`config.mk`:
```
export PLATFORM = sky130hd
export DESIGN_NAME = aes_operand_loader_flat
export DESIGN_NICKNAME = d
export VERILOG_FILES = /design/src/rtl/aes_operand_loader_pkg.sv /design/src/rtl/aes_operand_loader_if.sv /design/src/rtl/aes_operand_loader_lane_deser.sv /design/src/rtl/aes_operand_loader.sv /design/src/flat_wrapper.sv
export SDC_FILE = /design/constraint.sdc
export NUM_CORES = 1
export LEC_CHECK = 0
export CAP_MARGIN = 15
export CORE_ASPECT_RATIO = 1.25
export CORE_MARGIN = 2
export CORE_UTILIZATION = 40
export DETAILED_ROUTE_END_ITERATION = 16
export SLEW_MARGIN = 20
export SYNTH_ARGS = -nofsm -noshare
export SYNTH_HDL_FRONTEND = slang
export SYNTH_HIERARCHICAL = 1
export SYNTH_SLANG_ARGS = --single-unit
```
`constraint.sdc`:
```
create_clock -name clk -period 2.6 [get_ports clk]
set_input_delay 0.26 -clock clk [delete_from_list [all_inputs] [get_ports clk]]
set_output_delay 0.26 -clock clk [all_outputs]
set_load 0.05 [all_outputs]
```
`src/rtl/aes_operand_loader_pkg.sv`:
```
// Package aes_ld_pkg: shared definitions for the AES operand loader.
//   ld_state_e    - loader FSM state encoding
//   HALF_BITS_DEF - default bits per lane per frame
//   OPERAND_W     - default operand width (key / plaintext)
package aes_ld_pkg;

  typedef enum logic [1:0] {
    ST_IDLE  = 2'd0,
    ST_SHIFT = 2'd1,
    ST_HOLD  = 2'd2
  } ld_state_e;

  localparam int unsigned HALF_BITS_DEF = 64;
  localparam int unsigned OPERAND_W     = 2 * HALF_BITS_DEF;

endpackage

```
`src/rtl/aes_operand_loader_if.sv`:
```
// Output handoff bundle between the operand loader and aescipher.
//   key_out/data_out - buffered 2*HALF_BITS operands
//   out_valid        - operands hold a complete frame
//   out_ready        - consumer accepts the frame
// master: loader side; slave: consumer side.
interface aes_operand_loader_if
  import aes_ld_pkg::*;
#(
  parameter int unsigned HALF_BITS = HALF_BITS_DEF
) ();

  logic [2*HALF_BITS-1:0] key_out;
  logic [2*HALF_BITS-1:0] data_out;
  logic                   out_valid;
  logic                   out_ready;

  modport master (
    output key_out,
    output data_out,
    output out_valid,
    input  out_ready
  );

  modport slave (
    input  key_out,
    input  data_out,
    input  out_valid,
    output out_ready
  );

endinterface

```
`src/rtl/aes_operand_loader_lane_deser.sv`:
```
// lane_deser: one pair of serial lanes into a 2*HALF_BITS shadow word.
//   clk, rst       - clock, async active-low reset
//   we             - write the lane bits at idx this edge
//   idx            - sample index (0..HALF_BITS-1)
//   lo_bit, hi_bit - lane bits for word[idx] and word[idx+HALF_BITS]
//   word_q         - stored shadow word
//   word_d         - shadow word including this cycle's write (used for
//                    same-edge handoff of the final sample)
module lane_deser
  import aes_ld_pkg::*;
#(
  parameter int unsigned HALF_BITS = HALF_BITS_DEF,
  parameter int unsigned CNT_W     = 7
) (
  input  logic                   clk,
  input  logic                   rst,
  input  logic                   we,
  input  logic [CNT_W-1:0]       idx,
  input  logic                   lo_bit,
  input  logic                   hi_bit,
  output logic [2*HALF_BITS-1:0] word_q,
  output logic [2*HALF_BITS-1:0] word_d
);

  logic [HALF_BITS-1:0] lo_q, lo_d;
  logic [HALF_BITS-1:0] hi_q, hi_d;

  always_comb begin
    lo_d = lo_q;
    hi_d = hi_q;
    for (int unsigned i = 0; i < HALF_BITS; i++) begin
      if (we && (idx == CNT_W'(i))) begin
        lo_d[i] = lo_bit;
        hi_d[i] = hi_bit;
      end
    end
  end

  always_ff @(posedge clk or negedge rst) begin
    if (!rst) begin
      lo_q <= '0;
      hi_q <= '0;
    end else begin
      lo_q <= lo_d;
      hi_q <= hi_d;
    end
  end

  assign word_q = {hi_q, lo_q};
  assign word_d = {hi_d, lo_d};

endmodule

```
`src/rtl/aes_operand_loader.sv`:
```
// aes_operand_loader: deserialises key1/key2/data1/data2 lanes (LSB first)
// into a 128-bit key and plaintext, double-buffered behind a valid/ready
// handoff to aescipher.
//   clk, rst            - clock, async active-low reset
//   load_start          - frame start pulse
//   bit_en              - lane sample strobe
//   key1/key2/data1/data2 - serial lanes (low half / high half)
//   busy                - FSM not IDLE (registered)
//   load_done           - pulse when a frame enters the output buffer
//   frame_err           - pulse on load_start during SHIFT or HOLD
//   out_if              - key_out/data_out/out_valid/out_ready handoff
module aes_operand_loader
  import aes_ld_pkg::*;
#(
  parameter int unsigned HALF_BITS = HALF_BITS_DEF,
  parameter int unsigned CNT_W     = 7
) (
  input  logic clk,
  input  logic rst,
  input  logic load_start,
  input  logic bit_en,
  input  logic key1,
  input  logic key2,
  input  logic data1,
  input  logic data2,
  output logic busy,
  output logic load_done,
  output logic frame_err,
  aes_operand_loader_if.master out_if
);

  localparam int unsigned OPW = 2 * HALF_BITS;

  ld_state_e          state_q, state_d;
  logic [CNT_W-1:0]   cnt_q, cnt_d;
  logic [OPW-1:0]     key_out_q, key_out_d;
  logic [OPW-1:0]     data_out_q, data_out_d;
  logic               out_valid_q, out_valid_d;
  logic               busy_q, busy_d;
  logic               load_done_q, load_done_d;
  logic               frame_err_q, frame_err_d;

  logic               wr_en;
  logic               slot_free;
  logic [OPW-1:0]     key_sh_q, key_sh_d;
  logic [OPW-1:0]     data_sh_q, data_sh_d;

  lane_deser #(.HALF_BITS(HALF_BITS), .CNT_W(CNT_W)) u_key_deser (
    .clk    (clk),
    .rst    (rst),
    .we     (wr_en),
    .idx    (cnt_q),
    .lo_bit (key1),
    .hi_bit (key2),
    .word_q (key_sh_q),
    .word_d (key_sh_d)
  );

  lane_deser #(.HALF_BITS(HALF_BITS), .CNT_W(CNT_W)) u_data_deser (
    .clk    (clk),
    .rst    (rst),
    .we     (wr_en),
    .idx    (cnt_q),
    .lo_bit (data1),
    .hi_bit (data2),
    .word_q (data_sh_q),
    .word_d (data_sh_d)
  );

  // Output slot can take a frame if empty or being drained this edge.
  assign slot_free = !out_valid_q || out_if.out_ready;

  always_comb begin
    state_d     = state_q;
    cnt_d       = cnt_q;
    key_out_d   = key_out_q;
    data_out_d  = data_out_q;
    out_valid_d = out_valid_q && !out_if.out_ready;
    load_done_d = 1'b0;
    frame_err_d = 1'b0;
    wr_en       = 1'b0;

    unique case (state_q)
      ST_IDLE: begin
        if (load_start) begin
          state_d = ST_SHIFT;
          cnt_d   = '0;
        end
      end
      ST_SHIFT: begin
        if (load_start) begin
          // Abort and restart; any strobe this cycle is dropped.
          frame_err_d = 1'b1;
          cnt_d       = '0;
        end else if (bit_en) begin
          wr_en = 1'b1;
          if (cnt_q == CNT_W'(HALF_BITS - 1)) begin
            if (slot_free) begin
              // Handoff uses the merged view so the final bits land too.
              key_out_d   = key_sh_d;
              data_out_d  = data_sh_d;
              out_valid_d = 1'b1;
              load_done_d = 1'b1;
              state_d     = ST_IDLE;
              cnt_d       = '0;
            end else begin
              state_d = ST_HOLD;
            end
          end else begin
            cnt_d = cnt_q + CNT_W'(1);
          end
        end
      end
      ST_HOLD: begin
        frame_err_d = load_start;
        if (slot_free) begin
          key_out_d   = key_sh_q;
          data_out_d  = data_sh_q;
          out_valid_d = 1'b1;
          load_done_d = 1'b1;
          state_d     = ST_IDLE;
          cnt_d       = '0;
        end
      end
      default: begin
        state_d = ST_IDLE;
        cnt_d   = '0;
      end
    endcase

    busy_d = (state_d != ST_IDLE);
  end

  always_ff @(posedge clk or negedge rst) begin
    if (!rst) begin
      state_q     <= ST_IDLE;
      cnt_q       <= '0;
      key_out_q   <= '0;
      data_out_q  <= '0;
      out_valid_q <= 1'b0;
      busy_q      <= 1'b0;
      load_done_q <= 1'b0;
      frame_err_q <= 1'b0;
    end else begin
      state_q     <= state_d;
      cnt_q       <= cnt_d;
      key_out_q   <= key_out_d;
      data_out_q  <= data_out_d;
      out_valid_q <= out_valid_d;
      busy_q      <= busy_d;
      load_done_q <= load_done_d;
      frame_err_q <= frame_err_d;
    end
  end

  assign out_if.key_out   = key_out_q;
  assign out_if.data_out  = data_out_q;
  assign out_if.out_valid = out_valid_q;
  assign busy             = busy_q;
  assign load_done        = load_done_q;
  assign frame_err        = frame_err_q;

endmodule

```
`src/flat_wrapper.sv`:
```
// flat-port wrapper written by rule: the top's interface ports become plain ports
module aes_operand_loader_flat import aes_ld_pkg::*;
#(
  parameter int unsigned HALF_BITS = HALF_BITS_DEF,
  parameter int unsigned CNT_W     = 7
)
  (clk, rst, load_start, bit_en, key1, key2, data1, data2, busy, load_done, frame_err, out_if_key_out, out_if_data_out, out_if_out_valid, out_if_out_ready);
  aes_operand_loader_if #(.HALF_BITS(HALF_BITS)) out_if_i ();
  input  logic clk;
  input  logic rst;
  input  logic load_start;
  input  logic bit_en;
  input  logic key1;
  input  logic key2;
  input  logic data1;
  input  logic data2;
  output logic busy;
  output logic load_done;
  output logic frame_err;
  output wire logic [$bits(out_if_i.key_out)-1:0] out_if_key_out;
  output wire logic [$bits(out_if_i.data_out)-1:0] out_if_data_out;
  output wire logic [$bits(out_if_i.out_valid)-1:0] out_if_out_valid;
  input wire logic [$bits(out_if_i.out_ready)-1:0] out_if_out_ready;
  assign out_if_key_out = out_if_i.key_out;
  assign out_if_data_out = out_if_i.data_out;
  assign out_if_out_valid = out_if_i.out_valid;
  assign out_if_i.out_ready = out_if_out_ready;
  aes_operand_loader #(.HALF_BITS(HALF_BITS), .CNT_W(CNT_W)) u_core (.clk(clk), .rst(rst), .load_start(load_start), .bit_en(bit_en), .key1(key1), .key2(key2), .data1(data1), .data2(data2), .busy(busy), .load_done(load_done), .frame_err(frame_err), .out_if(out_if_i));
endmodule
```
Word level (Yosys, flattened, before mapping):

Cells that the tools add are included.

* input bits: 9
* word-level logic and storage cells: 455
* flip-flop bits (word level): 525
* output and inout bits: 260

* eq/ne operators: 72
* add/sub/neg operators: 1
* reduce and logical (&&, ||, !) cells: 74
* mux-type cells: 296

Operators with widths (count)
* 2-to-1 mux 128 bit: 10
* case mux 128 bit (2 select lines): 2
* 2-to-1 mux 1 bit: 268
* == test 7 x 6 -> 1 bit, second input constant: 32
* == test 7 x 5 -> 1 bit, second input constant: 16
* logical AND 1 bit: 65
* == test 7 x 4 -> 1 bit, second input constant: 8
* 2-to-1 mux 7 bit: 5
* == test 7 x 3 -> 1 bit, second input constant: 4
* case mux 7 bit (3 select lines): 1
* == test 7 x 2 -> 1 bit, second input constant: 2
* 2-to-1 mux 2 bit: 6
* adder 7 x 1 -> 7 bit, second input constant: 1
* == test 7 x 1 -> 1 bit, second input constant: 1
* logical NOT 7 bit: 1
* inequality test 2 x 1 -> 1 bit, second input constant: 3
* inequality test 2 bit, second input constant: 3
* case mux 1 bit (2 select lines): 3
* case mux 2 bit (3 select lines): 1
* AND reduction 6 bit: 1
* nonzero test 2 bit: 2
* inequality test 3 bit, second input constant: 1
* == test 2 x 1 -> 1 bit, second input constant: 1
* == test 2 bit, second input constant: 1
* other kinds (4): 5

Depth between registers and ports, before layout:

* depth in word-level cells: 10
* depth in mapped cells: 9
* gate-level depth less buffers: 8

Cells and area by module:

The synthesis kept the hierarchy.

Modules (own cells, without submodules)
* aes_operand_loader: times used 1, area each 14727.9 um^2, sequential area each 6731.5 um^2, cells each 1235
* lane_deser: times used 2, area each 5456.5 um^2, sequential area each 3203.1 um^2, cells each 380

Least setup slack after synthesis:

OpenSTA, ideal clock, no wires.

* path type: reg2reg
* start: register u_core.state_q[1]
* end: register u_core.data_out_q[117], in the netlist u_core/out_if.data_out[117]
* path slack: 0.070 ns
* path buffers: 1
* clock period less this slack: 2.530 ns
* arrival: 2.401 ns
* setup time: 0.129 ns
* data required time: 2.471 ns
* stages on the path, launching flop included: 10
* cell sequence: dfrtp_1 inv_1 ha_1 and3b_1 clkbuf_1 nand4b_1 nor2_1 mux2_2 mux2i_1 a21oi_4

* word-level cells in the longest chain between the ends: 9
* elaborated cells between the ends (all ways): 17
* classes of those cells: eq/ne (7); mux (7); reduce/logical (3)

Ends and longest elaborated chain
* from (decl): line aes_operand_loader.sv:34 `ld_state_e state_q, state_d;`
* from (signal assigned): line aes_operand_loader.sv:145 `state_q <= state_d;`
* == test 2 x 1 -> 1 bit: line aes_operand_loader.sv:83 `unique case (state_q)`
* 2-to-1 mux 1 bit: line aes_operand_loader.sv:83
* via u_core.wr_en: line aes_operand_loader.sv:43 `logic wr_en;`
* logical AND 1 bit: line aes_operand_loader_lane_deser.sv:32 `if (we && (idx == CNT_W'(i))) begin`
* 2-to-1 mux 1 bit: line aes_operand_loader_lane_deser.sv:32
* via u_core.data_sh_d[117]: line aes_operand_loader.sv:46 `logic [OPW-1:0] data_sh_q, data_sh_d;`
* 2-to-1 mux 128 bit: line aes_operand_loader.sv:98 `if (slot_free) begin`
* 2-to-1 mux 128 bit: line aes_operand_loader.sv:97 `if (cnt_q == CNT_W'(HALF_BITS - 1)) begin`
* 2-to-1 mux 128 bit: line aes_operand_loader.sv:95 `end else if (bit_en) begin`
* 2-to-1 mux 128 bit: line aes_operand_loader.sv:91 `if (load_start) begin`
* case mux 128 bit (2 select lines): line aes_operand_loader.sv:83
* to (signal assigned): line aes_operand_loader.sv:148 `data_out_q <= data_out_d;`
* to (decl): line aes_operand_loader.sv:37 `logic [OPW-1:0] data_out_q, data_out_d;`

The timed path passes the listed nets, and every way through them passes these cells. The select of a mux whose other input is x is not followed.
A chain may end at the register's enable or synchronous reset.

Final worst setup path:

* start: register u_core.state_q[1]
* end: register u_core.data_out_q[84], in the netlist u_core/out_if.data_out[84]

Same word-level chain as after synthesis.

==> summary.md <==
| Metric | Value |
|---|---|
| Run status | finished clean |
| I/O pins | between 200 and 300 |
| Grt total ovfl | 0 |
| Syn Nets | ~2000 |
| Syn_area_per_cell | 12.9 um^2 |
| Area Overhead vs Synth | 23.8% |
| Seq cells post-synth | 525 |
| CP delay by family, top | simple AND/OR/NAND/NOR gates |
| Maximum clock rate | roughly 390 MHz |
| Port-buffer cells | 268 |
| Yosys warning count | 6 |
| Initial core utilization | 0.405 |
| Post-Route Skew | 0.0145 ns |
| Seq/Total Area, Yosys | 0.512 |
| Die X | 230 um |
| Setup violations, final | 0 |
| Dpl cell area | 29700 um^2 |
| Netlist Area Pre-Place | 25600 um^2 |
| Kind of critical path | reg -> reg |
| Post-DR vias/cell | about 5.4 |
| Final Cycle Share | 0.991 |
| Critical path launch point type | register |
| Peak supply drop | 456 uV |
| Core area | approximately 63000 um^2 |
| Drt pass-1 iters | 5 |
| R2r worst-path depth | 10 |
| Critical Path Max Stage Delay | 0.40 ns |
| Hold crit path type | in -> async |
| Worst-Skew Late Latency | approximately 0.6 ns |
| LEAKAGE | ~13 nW |
| Shortest period the worst path allows | 2.58 ns |
| Initial antenna violation count | 0 |
| Via count | 17100 |
| CP bufs+invs | 3 |
| Synth Flop Type | dfrtp_1 |
| CP Cell Sequence | inv_2 > ha_2 > and3b_2 > buf_12 > clkbuf_16 > and4bb_2 > nand2_1 > mux2_2 > mux2i_1 > a21oi_4 |
| EDFF count, synth | 0 |
| TritonCTS Buffers | 55 |
| Reg clk slew, reported paths | about 0.060 ns |
| Layout cell share with drive strength beyond 1 | 0.324 |
| CP max FO | 7 |
| Slew headroom | 0.416 |
| Crit-path slowest cell | dfrtp_1 |
| DRT iter0 DRCs | 937 |
| Die ar. | roughly 66000 um^2 |
| Post-route cell area | 31700 um^2 |
| DRC viols | 0 |
| Row count | 103 |
| Synth async-reset ratio | 1.00 |
| Post-Synthesis Cells | 1995 |
| Max clock buf depth | 3 |
| Clock sinks | 525 |
| Final HPWL DP | 47000 um |
| Crit path capture type | register |
| Placer congestion estimate | 0.790 |
| DRT Wirelength | 71800 um |
| Largest net degree at the start of global routing | 125 |
| Slew @ Worst Pin | 0.876 ns |
| CTS tree | yes |
| Critical Path AT | 3.05 ns |
| Vias in the first global route | between 15000 and 20000 |
| Power Density | about 530 nW/um^2 |
| Post-route ant nets | 0 |
| Synth unique cells | 60 |
| Final Hold Violating Endpoints | 0 |
| Die Y | 287 um |
| Clock root buffer master | clkbuf_16 |
| Ant diodes | 0 |
| Worst Path Required | 3.07 ns |
| Nets | about 2300 |
| Maxcap violations | 0 |
| Critical Path Stages | 10 |
| Commonest non-fill, non-tap cells in the layout | 518 x dfrtp_1, 279 x a21oi_1, 262 x clkdlybuf4s50_1 |
| Fin. max-slew vios | 0 |
| First-pass GRT wire length | 110000 um |
| Most common cell after layout, fill and taps aside | dfrtp_1 |
| Yosys top cell area share | 0.512 |
| Htree depth | 2 |
| Total GRT Usage | 0.212 |
| Top area cells in the synthesized netlist | dfrtp_1 51%, mux2i_1 10%, mux2_2 9.2%, a21oi_4 5.7%, a21oi_1 5.4% |
| Avg WL per Cell | 22.8 um |
| Hold_ws | 0.175 ns |
| Yosys top cell by area | dfrtp_1 |
==> synth_stat cells (6+ instances only) <==
cell type,count
nor2_1,36
nand4b_1,12
buf_6,19
or4b_4,6
mux2_2,210
buf_2,22
nor4b_2,10
dfrtp_1,525
nand2_1,86
mux2i_1,256
and4bb_2,16
a21oi_1,279
clkbuf_1,109
a21oi_4,90
nor2b_1,6
a21oi_2,150
mux2_1,46
buf_12,8
nor2_2,14
==> per-stage QoR <==
step / total power, mW / TNS (ns) / setup WS, ns / cells / utilization
after floorplan: 8.79 / 0 / 0.0704 / 1995 / -
after global placement: 9.23 / -0.684 / -0.0696 / 3048 / 0.470
after detailed placement: 9.26 / -0.664 / -0.0717 / 3048 / 0.470
after CTS: 17.2 / -0.0315 / -0.0157 / 3147 / 0.498
after global routing: 17.6 / -0.337 / -0.0261 / 3156 / 0.502
final: 17.0 / 0 / 0.0241 / 3156 / 0.502
==> cell families (layout without fill, tap and decap cells) <==
group	Yosys count	count (layout)	share of synthesized area
AO/OA/AOI/OAI	545	545	0.171
flip-flops	525	525	0.512
multiplexers	512	512	0.212
AND/OR/NAND/NOR	237	237	0.0635
buffers and inverters	171	492	0.0384
adder cells (fa/ha/maj)	5	5	0.00244
==> sequential cells by signal (all words and copies together) (netlist names) <==
signal                    flops
u_core/state_q                2
u_core/out_if.key_out       128
u_core/out_if.out_valid       1
u_core/u_data_deser/lo_q     64
u_core/u_data_deser/hi_q     64
u_core/busy                   1
u_core/u_key_deser/lo_q      64
u_core/u_key_deser/hi_q      64
u_core/load_done              1
u_core/cnt_q                  7
u_core/frame_err              1
u_core/out_if.data_out      128
==> timing repair <==
action | CTS | global route
cloned | 0 | 4
gates resized for setup | 4 | 19
pin swaps | 1 | 4
endpoints found under the setup margin | 7 | 78
hold endpoints to repair | 79 | 0
hold buffers | 1 | 0
buffers inserted | 1 | 5
==> worst reg2reg max path, stage by stage, from the launching register on <==
cell and delay (ns):
dfrtp_1 0.40, inv_2 0.07, ha_2 0.17, and3b_2 0.28
buf_12 0.13, clkbuf_16 0.15, and4bb_2 0.38, nand2_1 0.12
mux2_2 0.30, mux2i_1 0.36, a21oi_4 0.09
==> power by group <==
part / switching (mW) / total [mW] / internal, mW / leakage (nW)
sequential: 0.0324 / 8.26 / 8.23 / 7.31
clock: 3.29 / 7.83 / 4.53 / 0.875
combinational: 0.576 / 0.888 / 0.312 / 4.79
total: 3.90 / 17.0 / 13.1 / 13.0
==> final cells by class <==
| class | count | area, um^2 |
|---|---|---|
| Fill cell | 5569 | 31500 |
| Sequential cell | 525 | 13100 |
| Multi-Input combinational cell | 1299 | 11600 |
| Timing Repair Buffer | 392 | 4160 |
| Clock buffer | 84 | 1650 |
| Tap cell | 840 | 1050 |
| Clock inverter | 13 | 121 |
| Inverter | 3 | 11.3 |
==> worst paths after layout <==
check	start	slack (ns)	end
max in group asynchronous	rst	1.49	u_core/out_if.key_out[111]$_DFFE_PN0P_
worst max register to register	u_core/state_q[1]$_DFF_PN0_	0.02	u_core/out_if.data_out[84]$_DFFE_PN0P_
min in group clk	key1	0.29	u_core/u_key_deser/lo_q[3]$_DFF_PN0_
worst max-delay path	u_core/state_q[1]$_DFF_PN0_	0.02	u_core/out_if.data_out[84]$_DFFE_PN0P_
worst min-delay path	rst	0.18	u_core/out_if.data_out[1]$_DFFE_PN0P_
worst min register to register	u_core/out_if.data_out[0]$_DFFE_PN0P_	0.51	u_core/out_if.data_out[0]$_DFFE_PN0P_
==> per-layer routing <==
| layer | GRT usage | up-vias | wire length, um |
|---|---|---|---|
| li1 | - | 7778 | - |
| met1 | 0.271 | 8834 | 30400 |
| met2 | 0.369 | 410 | 36300 |
| met3 | 0.0323 | 109 | 2990 |
| met4 | 0.0661 | 0 | 2210 |
| met5 | 0 | - | 0 |
Note: power is estimated with default switching activity, not from simulation.
